## src/rtl/gray_seq_arbiter.sv

```systemverilog
// Two-requester round-robin sequencer for a shared binary counter exposed as Gray code.
// Commands (CLEAR, LOAD, STEP_UP N, STEP_DOWN N) run to completion, then a one-cycle done pulse.
module gray_seq_arbiter #(
  parameter int WIDTH = 4
) (
  input  logic             clk,
  input  logic             rst_n,
  input  logic             req0_valid,
  input  logic [1:0]       req0_op,
  input  logic [WIDTH-1:0] req0_arg,
  output logic             req0_ready,
  input  logic             req1_valid,
  input  logic [1:0]       req1_op,
  input  logic [WIDTH-1:0] req1_arg,
  output logic             req1_ready,
  input  logic             pause,
  output logic [WIDTH-1:0] gray,
  output logic             busy,
  output logic             done,
  output logic             done_id,
  output logic             owner
);

  localparam logic [1:0] S_IDLE = 2'd0;
  localparam logic [1:0] S_RUN  = 2'd1;
  localparam logic [1:0] S_DONE = 2'd2;

  localparam logic [1:0] OP_CLEAR = 2'd0;
  localparam logic [1:0] OP_LOAD  = 2'd1;
  localparam logic [1:0] OP_UP    = 2'd2;
  localparam logic [1:0] OP_DOWN  = 2'd3;

  logic [1:0]       r_state;
  logic [WIDTH-1:0] r_bin;
  logic [WIDTH-1:0] r_rem;
  logic             r_dirDown;
  logic             r_prio;
  logic             r_owner;

  logic             w_idle;
  logic             w_grantId;
  logic             w_accept;
  logic [1:0]       w_op;
  logic [WIDTH-1:0] w_arg;
  logic             w_stepNow;
  logic             w_lastStep;

  assign w_idle = (r_state == S_IDLE);

  // r_prio names the requester that wins a tie; it always points away from the last winner.
  always_comb begin
    w_grantId = 1'b0;
    if (req0_valid && req1_valid) begin
      w_grantId = r_prio;
    end else if (req1_valid) begin
      w_grantId = 1'b1;
    end
  end

  assign w_accept   = w_idle && (req0_valid || req1_valid);
  assign req0_ready = w_idle && req0_valid && !w_grantId;
  assign req1_ready = w_idle && req1_valid && w_grantId;

  assign w_op  = w_grantId ? req1_op  : req0_op;
  assign w_arg = w_grantId ? req1_arg : req0_arg;

  assign w_stepNow  = (r_state == S_RUN) && !pause;
  assign w_lastStep = w_stepNow && (r_rem == WIDTH'(1));

  always_ff @(posedge clk or negedge rst_n) begin
    if (!rst_n) begin
      r_state <= S_IDLE;
    end else begin
      case (r_state)
        S_IDLE: begin
          if (w_accept) begin
            if ((w_op == OP_UP || w_op == OP_DOWN) && (w_arg != '0)) begin
              r_state <= S_RUN;
            end else begin
              r_state <= S_DONE;
            end
          end
        end
        S_RUN: begin
          if (w_lastStep) begin
            r_state <= S_DONE;
          end
        end
        S_DONE:  r_state <= S_IDLE;
        default: r_state <= S_IDLE;
      endcase
    end
  end

  always_ff @(posedge clk or negedge rst_n) begin
    if (!rst_n) begin
      r_prio  <= 1'b0;
      r_owner <= 1'b0;
    end else if (w_accept) begin
      r_prio  <= !w_grantId;
      r_owner <= w_grantId;
    end
  end

  // Step bookkeeping is latched only for STEP commands; CLEAR/LOAD never enter RUN.
  always_ff @(posedge clk or negedge rst_n) begin
    if (!rst_n) begin
      r_rem     <= '0;
      r_dirDown <= 1'b0;
    end else if (w_accept && (w_op == OP_UP || w_op == OP_DOWN)) begin
      r_rem     <= w_arg;
      r_dirDown <= (w_op == OP_DOWN);
    end else if (w_stepNow) begin
      r_rem <= r_rem - WIDTH'(1);
    end
  end

  always_ff @(posedge clk or negedge rst_n) begin
    if (!rst_n) begin
      r_bin <= '0;
    end else if (w_accept) begin
      case (w_op)
        OP_CLEAR: r_bin <= '0;
        OP_LOAD:  r_bin <= w_arg;
        default:  r_bin <= r_bin;
      endcase
    end else if (w_stepNow) begin
      r_bin <= r_dirDown ? (r_bin - WIDTH'(1)) : (r_bin + WIDTH'(1));
    end
  end

  assign gray    = r_bin ^ (r_bin >> 1);
  assign busy    = !w_idle;
  assign done    = (r_state == S_DONE);
  assign done_id = (r_state == S_DONE) && r_owner;
  assign owner   = r_owner;

endmodule
```

## config.mk

```make
export PLATFORM = sky130hd
export DESIGN_NAME = gray_seq_arbiter
export DESIGN_NICKNAME = d
export VERILOG_FILES = /design/src/rtl/gray_seq_arbiter.sv
export SDC_FILE = /design/constraint.sdc
export NUM_CORES = 1
export LEC_CHECK = 0
export BUFFER_PORTS_ARGS = -buffer_cell sky130_fd_sc_hd__buf_2
export CAP_MARGIN = 20
export CORE_MARGIN = 3
export CORE_UTILIZATION = 55
export DETAILED_ROUTE_END_ITERATION = 16
export PLACE_DENSITY_LB_ADDON = 0.08
export SLEW_MARGIN = 20
export SYNTH_ARGS = -nofsm -noshare
export SYNTH_HDL_FRONTEND = slang
export SYNTH_SLANG_ARGS = --single-unit
```

## constraint.sdc

```tcl
create_clock -name clk -period 2.9 [get_ports clk]
set_clock_uncertainty 0.2 [all_clocks]
set_input_delay 0.145 -clock clk [delete_from_list [all_inputs] [get_ports clk]]
set_output_delay 0.145 -clock clk [all_outputs]
set_load 0.05 [all_outputs]
```

# After elaboration in Yosys (flattened, before gate mapping)
# Cells that the tools add are included.
[word_totals] out_inout_bits=10 inputBits=17 regBits=13 wordCells=56
[classes] mux=14 bitwise_logic=1 eq_ne=9 add_sub_neg=3 reduce_logical=23
[op_table] cell="two-way mux 4 bit" count=6
[op_table] cell="logical AND 1 bit" count=11
[op_table] cell="two-way mux 2 bit" count=4
[op_table] cell="case mux 4 bit (2 select lines)" count=1
[op_table] cell="subtractor 4 x 1 -> 4 bit (second input constant)" count=2
[op_table] cell="equality test 2 bit (second input constant)" count=3
[op_table] cell="adder 4 x 1 -> 4 bit (second input constant)" count=1
[op_table] cell="equality test 2 x 1 -> 1 bit (second input constant)" count=2
[op_table] cell="equality test 4 x 1 -> 1 bit (second input constant)" count=1
[op_table] cell="zero test 2 bit" count=2
[op_table] cell="case mux 2 bit (2 select lines)" count=1
[op_table] cell="AND reduction 2 bit" count=2
[op_table] cell="nonzero test 2 bit" count=2
[op_table] cell="nonzero test 4 bit" count=1
[op_table] cell="XOR 4 x 3 -> 4 bit" count=1
[op_table] cell="zero test 1 bit" count=3
[op_table] cell="!= test 3 x 1 -> 1 bit (second input constant)" count=1
[op_table] cell="logical OR 1 bit" count=2
[op_table] cell="two-way mux 1 bit" count=2
[op_table] cell="!= test 2 x 1 -> 1 bit (second input constant)" count=1
[op_table] cell="!= test 2 bit (second input constant)" count=1

# Depth between registers and ports, before layout
[logic_depth] depth_word=9 depth_mapped=6 depth_no_buf=6

# Worst setup path before layout
# No wires, ideal clock.
[synth_timing] path_type="flip-flop to flip-flop" start="reg r_state[0]" end="reg r_prio" setup_time_ns=0.161 slack_ns=0.857 path_stages_with_launch=5 t_required_ns=2.539 n_path_buf=0 period_less_slack_ns=2.043 t_arrival_ns=1.682 path_cell_list="dfrtp_1 -> nor2_1 -> inv_1 -> nor2_1 -> nor2_1"
[synth_via] elab_chain_cells=2
[synth_lines] item="start, declared" line="33" text="logic [1:0] r_state;"
[synth_lines] item="start signal, assigned" line="72" text="r_state <= S_IDLE;"
[synth_lines] item="start signal, assigned" line="78" text="r_state <= S_RUN;"
[synth_lines] item="start signal, assigned" line="80" text="r_state <= S_DONE;"
[synth_lines] item="zero test 2 bit" line="48" text="assign w_idle = (r_state == S_IDLE);"
[synth_lines] item="logical AND 1 bit" line="60" text="assign w_accept = w_idle && (req0_valid || req1_valid);"
[synth_lines] item="end signal, assigned" line="100" text="r_prio <= !w_grantId;"
[synth_lines] item="end, declared" line="37" text="logic r_prio;"
# Every way passes these cells.
# A chain may end at the register's enable or synchronous reset.

# Worst setup path in the final report
[layout_timing] start="reg r_bin[1]" end="reg r_bin[3]"
[layout_via] elab_chain_cells=4 word_cells_on_any_way=5 classes_between="add/sub: 2; mux: 3"
[layout_lines] item="start, declared" line="34" text="logic [WIDTH-1:0] r_bin;"
[layout_lines] item="start signal, assigned" line="124" text="OP_LOAD: r_bin <= w_arg;"
[layout_lines] item="start signal, assigned" line="125" text="default: r_bin <= r_bin;"
[layout_lines] item="start signal, assigned" line="128" text="r_bin <= r_dirDown ? (r_bin - WIDTH'(1)) : (r_bin + WIDTH'(1));"
[layout_lines] item="adder 4 x 1 -> 4 bit or subtractor 4 x 1 -> 4 bit (tied branches)" line="128"
[layout_lines] item="two-way mux 4 bit (*)" line="128"
[layout_lines] item="two-way mux 4 bit (*)" line="127" text="end else if (w_stepNow) begin"
[layout_lines] item="two-way mux 4 bit (*)" line="121" text="end else if (w_accept) begin"
# Mark *: on every way between the ends. The rest lies on a longest branch, timed or not. The select of a mux whose other input is x is not followed.

==> impl_metrics.yaml <==
status:
  status: "complete, no violations"
floorplan:
  fp.dieW_um: 47.9
  die_y_um: 47.9
  ios: 27
  core-area_mm2: 0.00158
  rows: 14
  die_area_mm2: 0.00229
  initial_utilization_pct: 61.1
cts:
  clock_path_buffers: 2
  cts_resized: 0
  insertion_delay_ns: 0.28
  clock-sinks: 13
  cts_buffers: 3
  cts-root-buf: "clkbuf_4"
  htree_levels: 1
  post_cts.repair.setup_buffers: 0
  cts.reportedPaths.clkPinSlew_ns: 0.09
  tritoncts: "done"
  holdBufCountCts: 4
cells_and_area:
  num_antenna_cells: 0
  fillers: 125
  final_cell_mix: "buf_2, dfrtp_1, nor2_1"
  drive_gt1_share_pct: 25.5
  area_delta_synth_final_pct: 20.3
  final_common_cell: "buf_2"
  fin_nets: 160
logic_synthesis:
  synth_top_family_by_area: "simple AND/OR/NAND/NOR gates"
  ys_seq_elements: 13
  synthDistinctLibCells: 42
  syn_inst: 107
  synthSimpleGateAreaFrac_pct: 21.9
  yosys.area.top_type: "dfrtp_1"
  synth_xor_area_share_pct: 5.45
  synth_area_um2: 963
  yosysSeqAreaShare_pct: 33.8
  syn_area_per_cell_um2: 9.00
  synth_top_area_share_pct: 33.8
  synth_edf_count: 0
  ys_warn_count: 0
  synth_ff_type: "dfrtp_1"
  ys_top_cells_by_area: "dfrtp_1, ha_1, mux2i_1, nor2_1, a21oi_1"
  synth.area.mux_share_pct: 5.19
  synth_fp_nets: 129
  synth-compound-area-share_pct: 20.5
  async_flop_share_pct: 100
  synthAdderAreaFrac_pct: 7.27
global_routing:
  grt_pass1_vias: 841
  grt_pass1_wl_mm: 3.59
  grt_max_degree: 14
  grt_usage_pct: 22.7
  grt_overflow: 0
  antenna_found_initial: 0
critical_path:
  path_buf_inv: 0
  cp-start-kind: "flop"
  slowest_stage: "dfrtp_1"
  rr_endpoint: "r_bin[3]$_DFFE_PN0P_"
  worstPathMaxFanout: 5
  r2r_slack_ns: 0.93
  max_stage_delay_ns: 0.45
  cp.depth: 6
  crit_start: "r_bin[1]$_DFFE_PN0P_"
  worstPathArrival_ns: 1.99
  crit_chain: "ha_1, a21o_1, a21oi_1, xnor2_1, or4_1, nand4_1"
  r2r_cells: 6
  crit_family: "simple AND/OR/NAND/NOR gates"
  worstSetupEndpoint: "r_bin[3]$_DFFE_PN0P_"
  worst_ep_required_time_ns: 2.92
  reg2reg_from: "r_bin[1]$_DFFE_PN0P_"
  crit_path_end_kind: "flop"
  critPathKind: "flop to flop"
route:
  drc: 0
  wl_per_cell_um: 14.4
  drt_iter0_markers: 13
  ant_nets: 0
  detail_route.wirelength_mm: 2.20
  vias: 894
  post_drt_via_cell_ratio: 5.84
  dr.pass1.iters: 4
min_path:
  hold_class: "primary input to flop"
placement:
  hpwlAfterDp_mm: 1.71
  place_ws_ns: 0.945
  gp_congestion: 0.846
  portBuffers: 26
power_and_ir_drop:
  leakage_nw: 0.583
  p_per_area_mw_per_mm2: 1220
  ir_worst_vdd_mv: 0.783
job:
  cap_violations: 0
timing:
  fin_crit_ns: 1.97
  rsz0062_at_grt: "false"
  tightest_slew_ns: 0.718
  fin_ws_ns: 0.930
  fin_crit_sh_pct: 67.9
  slew_headroom_pct: 52.0
  finalSetupViolCount: 0
  final.setup.tns_ns: 0
  maxSlewViolCount: 0
  hold_viol: 0
  max_freq_mhz: 508
==> worst register-to-register path, stage by stage (launching register included) <==
cell     delay [ns]
dfrtp_1        0.45
ha_1           0.33
a21o_1         0.19
a21oi_1        0.16
xnor2_1        0.10
or4_1          0.40
nand4_1        0.08
==> cell type report <==
class | instances | area, µm² | share of cell area (%)
Clock inverter | 1 | 5.00 | 0.432
Multi-Input combinational cell | 81 | 582 | 50.2
Sequential cell | 13 | 325 | 28.1
Clock buffer | 3 | 22.5 | 1.94
Tap cell | 16 | 20.0 | 1.73
Inverter | 9 | 33.8 | 2.92
Timing Repair Buffer | 30 | 170 | 14.7
==> synthesized netlist by cell type, types with 2 or more instances <==
master     n
xor2_1     4
nor2b_1    3
o32a_1     2
nand2b_1   3
or3_1      2
mux2i_1    5
o21ai_1    4
o31a_1     2
nand2_1    2
ha_1       4
and3_1     2
nor2_1    12
inv_1      8
buf_2      3
o22ai_1    2
a21oi_1    8
nand3_1    2
a21o_1     2
dfrtp_1   13
xnor2_1    2
==> cells by family after synthesis <==
family          count (synthesis)
compound gates                 28
mux                             5
buf+inv                        13
flops                          13
simple gates                   37
fa+ha+maj                       5
xor+xnor                        6
==> how the worst min path moves through the flow <==
| stage | start | to | slack [ns] | cells past startpoint |
|---|---|---|---|---|
| floorplan | rst_n | owner$_DFFE_PN0N_ | -0.35 | 0 |
| global placement | rst_n | r_bin[0]$_DFFE_PN0P_ | -0.16 | 1 |
| detailed placement | rst_n | r_bin[1]$_DFFE_PN0P_ | -0.16 | 1 |
| CTS | req1_arg[1] | r_rem[1]$_DFFE_PN0P_ | 0.06 | 3 |
| global route | req1_arg[3] | r_rem[3]$_DFFE_PN0P_ | 0.10 | 4 |
| finish | req1_arg[1] | r_rem[1]$_DFFE_PN0P_ | 0.05 | 3 |
==> metal layers <==
layer  up-vias  share of wire [%]  GRT usage [%]  routed length (µm)
met5         -                  0              0                   0
met4         0                1.2           8.06                  26
met3         4                4.7           5.64                 104
met2        29                 51           36.9                1120
met1       420                 43           29.2                 947
li1        441                  -              -                   -
==> through the flow <==
stage          instances  power, W  util [%]  area (µm²)  hold slack, ns
2_1_floorplan        107   0.00111         -         963          -0.351
3_3_place_gp         145   0.00126      69.2        1090          -0.158
3_5_place_dp         145   0.00129      69.2        1090          -0.156
4_1_cts              153   0.00142      73.5        1160          0.0645
5_1_grt              153   0.00154      73.5        1160           0.104
6_report             153   0.00142      73.5        1160          0.0525
==> registers in the layout, indices dropped and copies added (netlist names) <==
signal and flops:
r_rem 4, r_dirDown 1, r_prio 1, r_state 2, r_bin 4, owner 1
==> where the power goes <==
group / switching, W / internal [W] / leakage (nW)
Combinational: 0.000621 / 0.000318 / 0.411
Sequential: 0.0000895 / 0.000273 / 0.154
Clock: 0.0000639 / 0.0000511 / 0.0177
Total: 0.000774 / 0.000642 / 0.583
No activity file was read; power rests on OpenSTA's default activity.
